## config.mk

```make
export PLATFORM = sky130hd
export DESIGN_NAME = rf_2p_param
export DESIGN_NICKNAME = d
export VERILOG_FILES = /design/src/rtl/rf_2p_param.sv
export SDC_FILE = /design/constraint.sdc
export NUM_CORES = 1
export LEC_CHECK = 0
export BUFFER_PORTS_ARGS = -buffer_cell sky130_fd_sc_hd__buf_2
export CORE_MARGIN = 2
export CORE_UTILIZATION = 55
export DETAILED_ROUTE_END_ITERATION = 10
export PLACE_DENSITY = 0.71
export SLEW_MARGIN = 20
export SYNTH_ARGS = -nofsm -noshare
export SYNTH_HDL_FRONTEND = slang
export SYNTH_SLANG_ARGS = --single-unit
```

## constraint.sdc

```tcl
create_clock -name CLK -period 5.4 [get_ports CLK]
set_input_delay 0.27 -clock CLK [delete_from_list [all_inputs] [get_ports CLK]]
set_output_delay 0.27 -clock CLK [all_outputs]
set_load 0.05 [all_outputs]
```

## src/rtl/rf_2p_param.sv

```systemverilog
// Parametrised single-clock register file: one read port (A), one masked write port (B),
// with a post-reset clear sequencer and a selectable read/write collision policy.
module rf_2p_param #(
    parameter int DW     = 16,
    parameter int AW     = 6,
    parameter int DEPTH  = 64,
    parameter int RD_LAT = 1,
    parameter int BYPASS = 1
) (
    input  logic          CLK,
    input  logic          RST_N,
    input  logic          CENA,
    input  logic [AW-1:0] AA,
    output logic [DW-1:0] QA,
    output logic          QVALIDA,
    input  logic          CENB,
    input  logic [AW-1:0] AB,
    input  logic [DW-1:0] DB,
    input  logic [DW-1:0] WENB,
    output logic          INIT_BUSY
);

    typedef enum logic {CLEAR, READY} state_t;

    localparam logic [AW:0]   DEPTH_W  = (AW+1)'(DEPTH);
    localparam logic [AW-1:0] LAST_PTR = AW'(DEPTH - 1);

    state_t        state, state_nxt;
    logic [AW-1:0] ptr;
    logic [DW-1:0] mem [DEPTH];

    logic          rd_en, wr_en, rd_in_range;
    logic [DW-1:0] rd_old, wr_word, rd_word;

    assign rd_en       = (state == READY) && !CENA;
    assign wr_en       = (state == READY) && !CENB && ({1'b0, AB} < DEPTH_W);
    assign rd_in_range = {1'b0, AA} < DEPTH_W;
    assign rd_old      = rd_in_range ? mem[AA] : '0;
    assign wr_word     = (DB & ~WENB) | (mem[AB] & WENB);
    // Write-first forwarding only applies when the write actually lands on the read address.
    assign rd_word     = ((BYPASS != 0) && wr_en && (AA == AB)) ? wr_word : rd_old;
    assign INIT_BUSY   = (state == CLEAR);

    always_comb begin
        state_nxt = state;
        if (state == CLEAR && ptr == LAST_PTR)
            state_nxt = READY;
    end

    always_ff @(posedge CLK or negedge RST_N) begin
        if (!RST_N) begin
            state <= CLEAR;
            ptr   <= '0;
        end else begin
            state <= state_nxt;
            if (state == CLEAR)
                ptr <= ptr + 1'b1;
        end
    end

    always_ff @(posedge CLK) begin
        if (state == CLEAR)
            mem[ptr] <= '0;
        else if (wr_en)
            mem[AB] <= wr_word;
    end

    generate
        if (RD_LAT == 2) begin : g_lat2
            logic [DW-1:0] s1_data;
            logic          s1_valid;

            always_ff @(posedge CLK or negedge RST_N) begin
                if (!RST_N) begin
                    s1_data  <= '0;
                    s1_valid <= 1'b0;
                    QA       <= '0;
                    QVALIDA  <= 1'b0;
                end else begin
                    s1_valid <= rd_en;
                    if (rd_en)
                        s1_data <= rd_word;
                    QVALIDA <= s1_valid;
                    if (s1_valid)
                        QA <= s1_data;
                end
            end
        end else begin : g_lat1
            always_ff @(posedge CLK or negedge RST_N) begin
                if (!RST_N) begin
                    QA      <= '0;
                    QVALIDA <= 1'b0;
                end else begin
                    QVALIDA <= rd_en;
                    if (rd_en)
                        QA <= rd_word;
                end
            end
        end
    endgenerate

endmodule

```

==> results.ini, run 1 <==
[global_routing]
grt_first_pass_wirelength_mm = 213
antenna_found_initial = 3
grt_max_degree = 121
grt_pass1_vias = 28900
gr-total-overflow = 0
grt_usage = 0.337

[timing]
maxSlewHeadroom = 0.162
rsz0062_at_grt = no
max_freq_ghz = 0.242
tightest_slew_ns = 1.25
min_period_over_period = 0.765
report.final.hold_viol_count = 0
slew_viol_final = 0
setup_violations = 0
finClkSkew_ns = 0.0263
fin_tns_setup_ns = 0
min_period_ns = 4.13

[synth]
async_reset_ff_frac = 0.0229
yosysUniqueCellTypes = 57
postSynthCellCount = 2533
syn-cell-area_um2 = 48700
synth_seq_cells = 1048
synth-compound-area-share = 0.0495
synth_edf_count = 1024
syn-num-nets = 2582
muxShareOfSynthArea = 0.249
ys.flop_type = edfxtp_1
syn_area_per_cell_um2 = 19.2
synthAdderAreaFrac = 0.000257
yosysWarnings = 0
synth_top_area_share = 0.632
ys_seq_area_frac = 0.644
synth_xor_area_frac = 0.00252
synth_top_family_by_area = multiplexers
synth-simple-area-share = 0.0343
synth_area_leader_cell = edfxtp_1
synth_area_leaders = edfxtp_1 (63%), mux4_2 (23%), mux2i_1 (1.3%)

[clock_tree]
clock_latency_ns = 0.68
htreeDepth = 3
cts_buffers = 102
ctsResizeCount = 0
clock_path_buffers = 3
cts_tree = done
cts_num_sinks = 1048
path_clk_slew_ns = 0.06
root_buffer = clkbuf_16

[finish]
drive_gt1_frac = 0.336
multi_input_area_um2 = 16900
nets = 2675
regArea_um2 = 31400
syn_to_final_growth_pct = 12.0
final.fill_count = 6083
layout_commonest_cell = edfxtp_1
final_area_um2 = 54500
final_cell_mix = edfxtp_1 (1,024), mux4_2 (499), nand2_1 (110), clkbuf_16 (105), buf_4 (100)

[power]
leakage_nw = 14.7
p_int_mw = 13.2
p_total_mw = 16.9
switching_share = 0.215
p_per_area_nw_per_um2 = 309
power_frac_clock = 0.428
comb_power_share = 0.051
p_switching_mw = 3.62
peakVddDrop_mv = 0.286
seqPwrFrac = 0.521

[floorplanning]
coreArea_um2 = 88100
die_y_um = 302
rows = 109
start_util = 0.553
die_area_um2 = 90900
ioPinCount = 66
dieWidth_um = 302

[critical_path]
worstPathRequired_ns = 5.77
path_class = primary input to register
cp_max_fo = 91
worstPathArrival_ns = 4.51
end_kind = register
cp-start-kind = primary input

[run_status]
status = finished clean

[place]
place_area_um2 = 51000
gp_congestion = 0.948
dp_hpwl_mm = 89.8
io_buffers = 65

[drt]
drtIter0Drc = 4304
viasPerCell = 7.47
vias = 29000
drc = 0
wl_per_cell_um = 38.8
drt_wl_total_mm = 150
ant_nets = 0
drt-pass1-iter-count = 6

[hold_path]
hold_class = primary input to register

[run]
maxCapViolations = 0

metal layers:
metal | track usage | vias up | routed length [um]
li1 | - | 11200 | -
met1 | 0.446 | 15100 | 51900
met2 | 0.506 | 2304 | 69200
met3 | 0.110 | 386 | 21100
met4 | 0.168 | 0 | 8240
met5 | 0 | - | 0
Yosys cell counts (5+ instances only):
cell and n:
a2111oi_0 17, a211o_1 9, a211oi_1 11, a21oi_1 35, a221oi_1 29, a22o_1 41
a22oi_1 62, a31oi_1 14, a32oi_1 9, and3_1 6, buf_1 11, buf_2 52
buf_4 10, buf_6 10, clkbuf_1 110, dfrtp_1 24, edfxtp_1 1024, mux2i_1 61
mux4_1 10, mux4_2 499, nand2_1 110, nand2b_1 25, nand3_1 18, nand4_1 15
nor2_1 129, nor2b_1 20, nor3_1 28, o211ai_1 20, o21ai_0 25, o22ai_1 31
o311ai_0 9, xnor2_1 5, xor2_1 9
metrics by stage:
step / instances / setup slack (ns) / hold slack, ns / utilization
after detailed placement: 3676 / 0.777 / 0.411 / 0.579
after floorplan: 2533 / 0.344 / -0.0256 / -
after global routing: 3881 / 1.42 / 0.0199 / 0.619
after global placement: 3676 / 0.882 / 0.406 / 0.579
final: 3881 / 1.27 / 0.0298 / 0.619
after CTS: 3876 / 1.39 / 0.00152 / 0.618
worst paths after layout:
kind,start,end,slack (ns),cells after the start
max in group asynchronous,RST_N,QA[12]$_DFFE_PN0P_,4.57,2
worst max register to register,state$_DFFE_PN0P_,mem[36][3]$_DFFE_PP_,1.51,5
worst min register to register,ptr[5]$_DFFE_PN0N_,ptr[5]$_DFFE_PN0N_,0.54,1
worst max-delay path,AB[1],mem[48][13]$_DFFE_PP_,1.27,7
worst min-delay path,WENB[12],QA[12]$_DFFE_PN0P_,0.03,3
min in group asynchronous,RST_N,QA[13]$_DFFE_PN0P_,0.26,2
kinds of logic after synthesis:
group                      Yosys count
AOI/OAI and AO/OA                  328
and+or+nand+nor                    370
xor gates and xnor gates            14
adders and majority gates            1
muxes                              572
DFF                               1048
buffers and inverters              200
worst max-delay path, cell delays in order:
cell and delay, ns:
buf_8 0.56, nor2b_2 0.73, buf_4 0.40, a2111oi_0 0.24, nor3_1 1.03, a31oi_4 0.64
buf_4 0.44
repair_timing:
action,CTS,global route
setup endpoints to repair,0,0
hold endpoints to repair,30,0
buffers inserted,0,0
hold buffers,8,0
power by group through the flow:
stage               registers (mW)  clock network (mW)  logic (mW)
floorplan                     8.96                   0       0.534
global placement              8.96                   0       0.834
detailed placement            8.96                   0       0.837
CTS                           8.79                7.25       0.845
global route                  8.78                7.53       0.885
finish                        8.79                7.21       0.858
registers in the layout (all words and copies together), names as in the netlist:
name / cells
ptr: 6
mem: 1024
state: 1
QVALIDA: 1
QA: 16
area by class of cell:
cell class                      instances  share of cell area
Inverter                                4            0.000275
Timing Repair Buffer                  185              0.0270
Multi-Input combinational cell       1285               0.310
Sequential cell                      1048               0.575
Clock buffer                          123              0.0496
Tap cell                             1165              0.0267
Antenna cell                            2           0.0000918
Clock inverter                         69              0.0117
(Power assumes the default switching activity.)
==> run 2: changes to the inputs <==
--- a/config.mk
+++ b/config.mk
@@ -9,7 +9,7 @@
 export CORE_MARGIN = 2
 export CORE_UTILIZATION = 55
 export DETAILED_ROUTE_END_ITERATION = 10
-export PLACE_DENSITY = 0.71
+export PLACE_DENSITY = 0.74
 export SLEW_MARGIN = 20
 export SYNTH_ARGS = -nofsm -noshare
 export SYNTH_HDL_FRONTEND = slang
==> constraint.sdc (replaced) <==
create_clock -name CLK -period 3.4 [get_ports CLK]
set_input_delay 0.17 -clock CLK [delete_from_list [all_inputs] [get_ports CLK]]
set_output_delay 0.17 -clock CLK [all_outputs]
set_load 0.05 [all_outputs]
==> results.ini, run 2 (synthesis results as in run 1) <==
[timing]
timing.hold.ws_ns = 0.0872  ; was 0.0298 ns
setup_violations = 0  ; unchanged
rsz0062_at_grt = no  ; unchanged
max_freq_ghz = 0.319
tightest_slew_ns = 1.13  ; was 1.25 ns
report.final.hold_viol_count = 0  ; unchanged
slew_viol_final = 0  ; unchanged
finClkSkew_ns = 0.0217  ; was 0.0263 ns
maxSlewHeadroom = 0.249  ; was 0.162
min_period_ns = 3.13
fin_tns_setup_ns = 0  ; unchanged
min_period_over_period = 0.921

[critical_path]
worstPathArrival_ns = 3.70  ; was 4.51 ns
r2r_start = state$_DFFE_PN0P_  ; unchanged
end_kind = register  ; unchanged
cp-start-kind = register  ; was primary input
path_class = register to register  ; was primary input to register
cp_max_fo = 13  ; was 91
crit_start = state$_DFFE_PN0P_  ; was AB[1]
worstPathRequired_ns = 3.97  ; was 5.77 ns

[clock_tree]
clock_path_buffers = 3  ; unchanged
cts_tree = done  ; unchanged
root_buffer = clkbuf_16  ; unchanged
cts_buffers = 103  ; was 102
cts_num_sinks = 1048  ; unchanged
path_clk_slew_ns = 0.06  ; about the same
clock_latency_ns = 0.68  ; about the same
htreeDepth = 3  ; unchanged

[finish]
antenna_cells = 0  ; was 2
syn_to_final_growth_pct = 15.6  ; was 12.0%
largest_reg_flops = 1024  ; unchanged
drive_gt1_frac = 0.368  ; was 0.336
final_area_um2 = 56300  ; was 54,500 um2
nets = 2816  ; was 2,675
final_cell_mix = edfxtp_1 (1,024), mux4_2 (499), buf_4 (176), nand2_1 (110), clkbuf_16 (108)  ; was edfxtp_1 (1,024), mux4_2 (499), nand2_1 (110), clkbuf_16 (105), buf_4 (100)
top_register = mem  ; unchanged
largest_registers = mem (1024), QA (16), ptr (6)  ; unchanged
layout_commonest_cell = edfxtp_1  ; unchanged
finalNonFillerCells = 4022  ; was 3,881

[place]
io_buffers = 65  ; unchanged
gp_congestion = 0.942  ; was 0.948
dp_hpwl_mm = 95.1  ; was 89.8 mm
place_area_um2 = 52500  ; was 51,000 um2
dp.cells = 3806  ; was 3,676

[run]
maxCapViolations = 0  ; unchanged

[power]
peakVddDrop_mv = 0.411  ; was 0.286 mV
p_int_mw = 21.6  ; was 13.2 mW
switching_share = 0.213  ; was 0.215
power_frac_clock = 0.437  ; was 0.428
p_switching_mw = 5.85  ; was 3.62 mW
leakage_nw = 15.7  ; was 14.7 nW
comb_power_share = 0.054  ; was 0.051
p_per_area_nw_per_um2 = 487  ; was 309 nW/um2
seqPwrFrac = 0.509  ; was 0.521

[floorplanning]
dieWidth_um = 302  ; unchanged
start_util = 0.553  ; unchanged
die_area_um2 = 90900  ; unchanged
ioPinCount = 66  ; unchanged
coreArea_um2 = 88100  ; unchanged
die_y_um = 302  ; unchanged
rows = 109  ; unchanged

[drt]
ant_nets = 0  ; unchanged
wl_per_cell_um = 38.3  ; was 38.8 um
drc = 0  ; unchanged
viasPerCell = 7.48  ; was 7.47
vias = 30100  ; was 29,000
drtIter0Drc = 5063  ; was 4,304
drt_wl_total_mm = 154  ; was 150 mm
drt-pass1-iter-count = 6  ; unchanged

[global_routing]
grt_first_pass_wirelength_mm = 219  ; was 213 mm
grt_pass1_vias = 30700  ; was 28,900
grt_usage = 0.344  ; was 0.337
grt_max_degree = 69  ; was 121
antenna_found_initial = 5  ; was 3
gr-total-overflow = 0  ; unchanged

[hold_path]
hold_path.startpoint = WENB[3]  ; was WENB[12]
hold_class = primary input to register  ; unchanged

[run_status]
status = finished clean  ; unchanged

[run 2: worst paths after layout]
kind | cells after the start | to | slack, ns
max | 8 | QA[7]$_DFFE_PN0P_ | 0.27
min | 5 | QA[3]$_DFFE_PN0P_ | 0.09
max reg2reg | 8 | QA[7]$_DFFE_PN0P_ | 0.27
min reg2reg | 1 | ptr[5]$_DFFE_PN0N_ | 0.51
max in group asynchronous | 2 | QA[3]$_DFFE_PN0P_ | 2.64
min in group asynchronous | 2 | QA[2]$_DFFE_PN0P_ | 0.19
[run 2: timing repair]
action	CTS	global route
setup buffers	0	0
hold endpoints to repair	33	0
gates resized for setup	0	0
setup endpoints to repair	0	0
hold buffers	20	0
[run 2: metrics by stage]
stage / power, mW / worst slack, ns / util
finish: 27.4 / 0.269 / 0.639
global route: 28.0 / 0.182 / 0.639
CTS: 27.4 / 0.318 / 0.639
detailed placement: 15.7 / 0.0451 / 0.596
global placement: 15.6 / 0.110 / 0.596
floorplan: 15.1 / 0.0555 / -
[run 2: power by group through the flow]
stage | registers, mW | clock network [mW] | logic, mW
after floorplan | 14.2 | 0 | 0.857
final | 14.0 | 12.0 | 1.48
after CTS | 14.0 | 12.0 | 1.45
after global routing | 13.9 | 12.5 | 1.52
after detailed placement | 14.2 | 0 | 1.43
after global placement | 14.2 | 0 | 1.42
[run 2: metal layers]
layer | vias to the layer above | part of all wire | track usage
met5 | - | 0.00031 | 0
li1 | 11400 | - | -
met4 | 6 | 0.071 | 0.204
met1 | 15500 | 0.33 | 0.452
met3 | 551 | 0.14 | 0.0900
met2 | 2609 | 0.46 | 0.523
[run 2: worst max-delay path: stages (launching register included)]
cell and delay [ns]:
dfrtp_1 0.47, nand2b_2 0.28, buf_4 0.42, mux2i_1 0.27
xor2_1 0.17, o2111ai_1 0.13, nor2_1 0.41, nand3_1 0.49
o211ai_1 0.37
[run 2: layout make-up]
class	count	area [um2]
Sequential cell	1048	31400
Fill cell	5718	31800
Clock inverter	57	648
Timing Repair Buffer	325	3190
Tap cell	1165	1460
Clock buffer	138	2900
Multi-Input combinational cell	1285	16800
Inverter	4	15.0
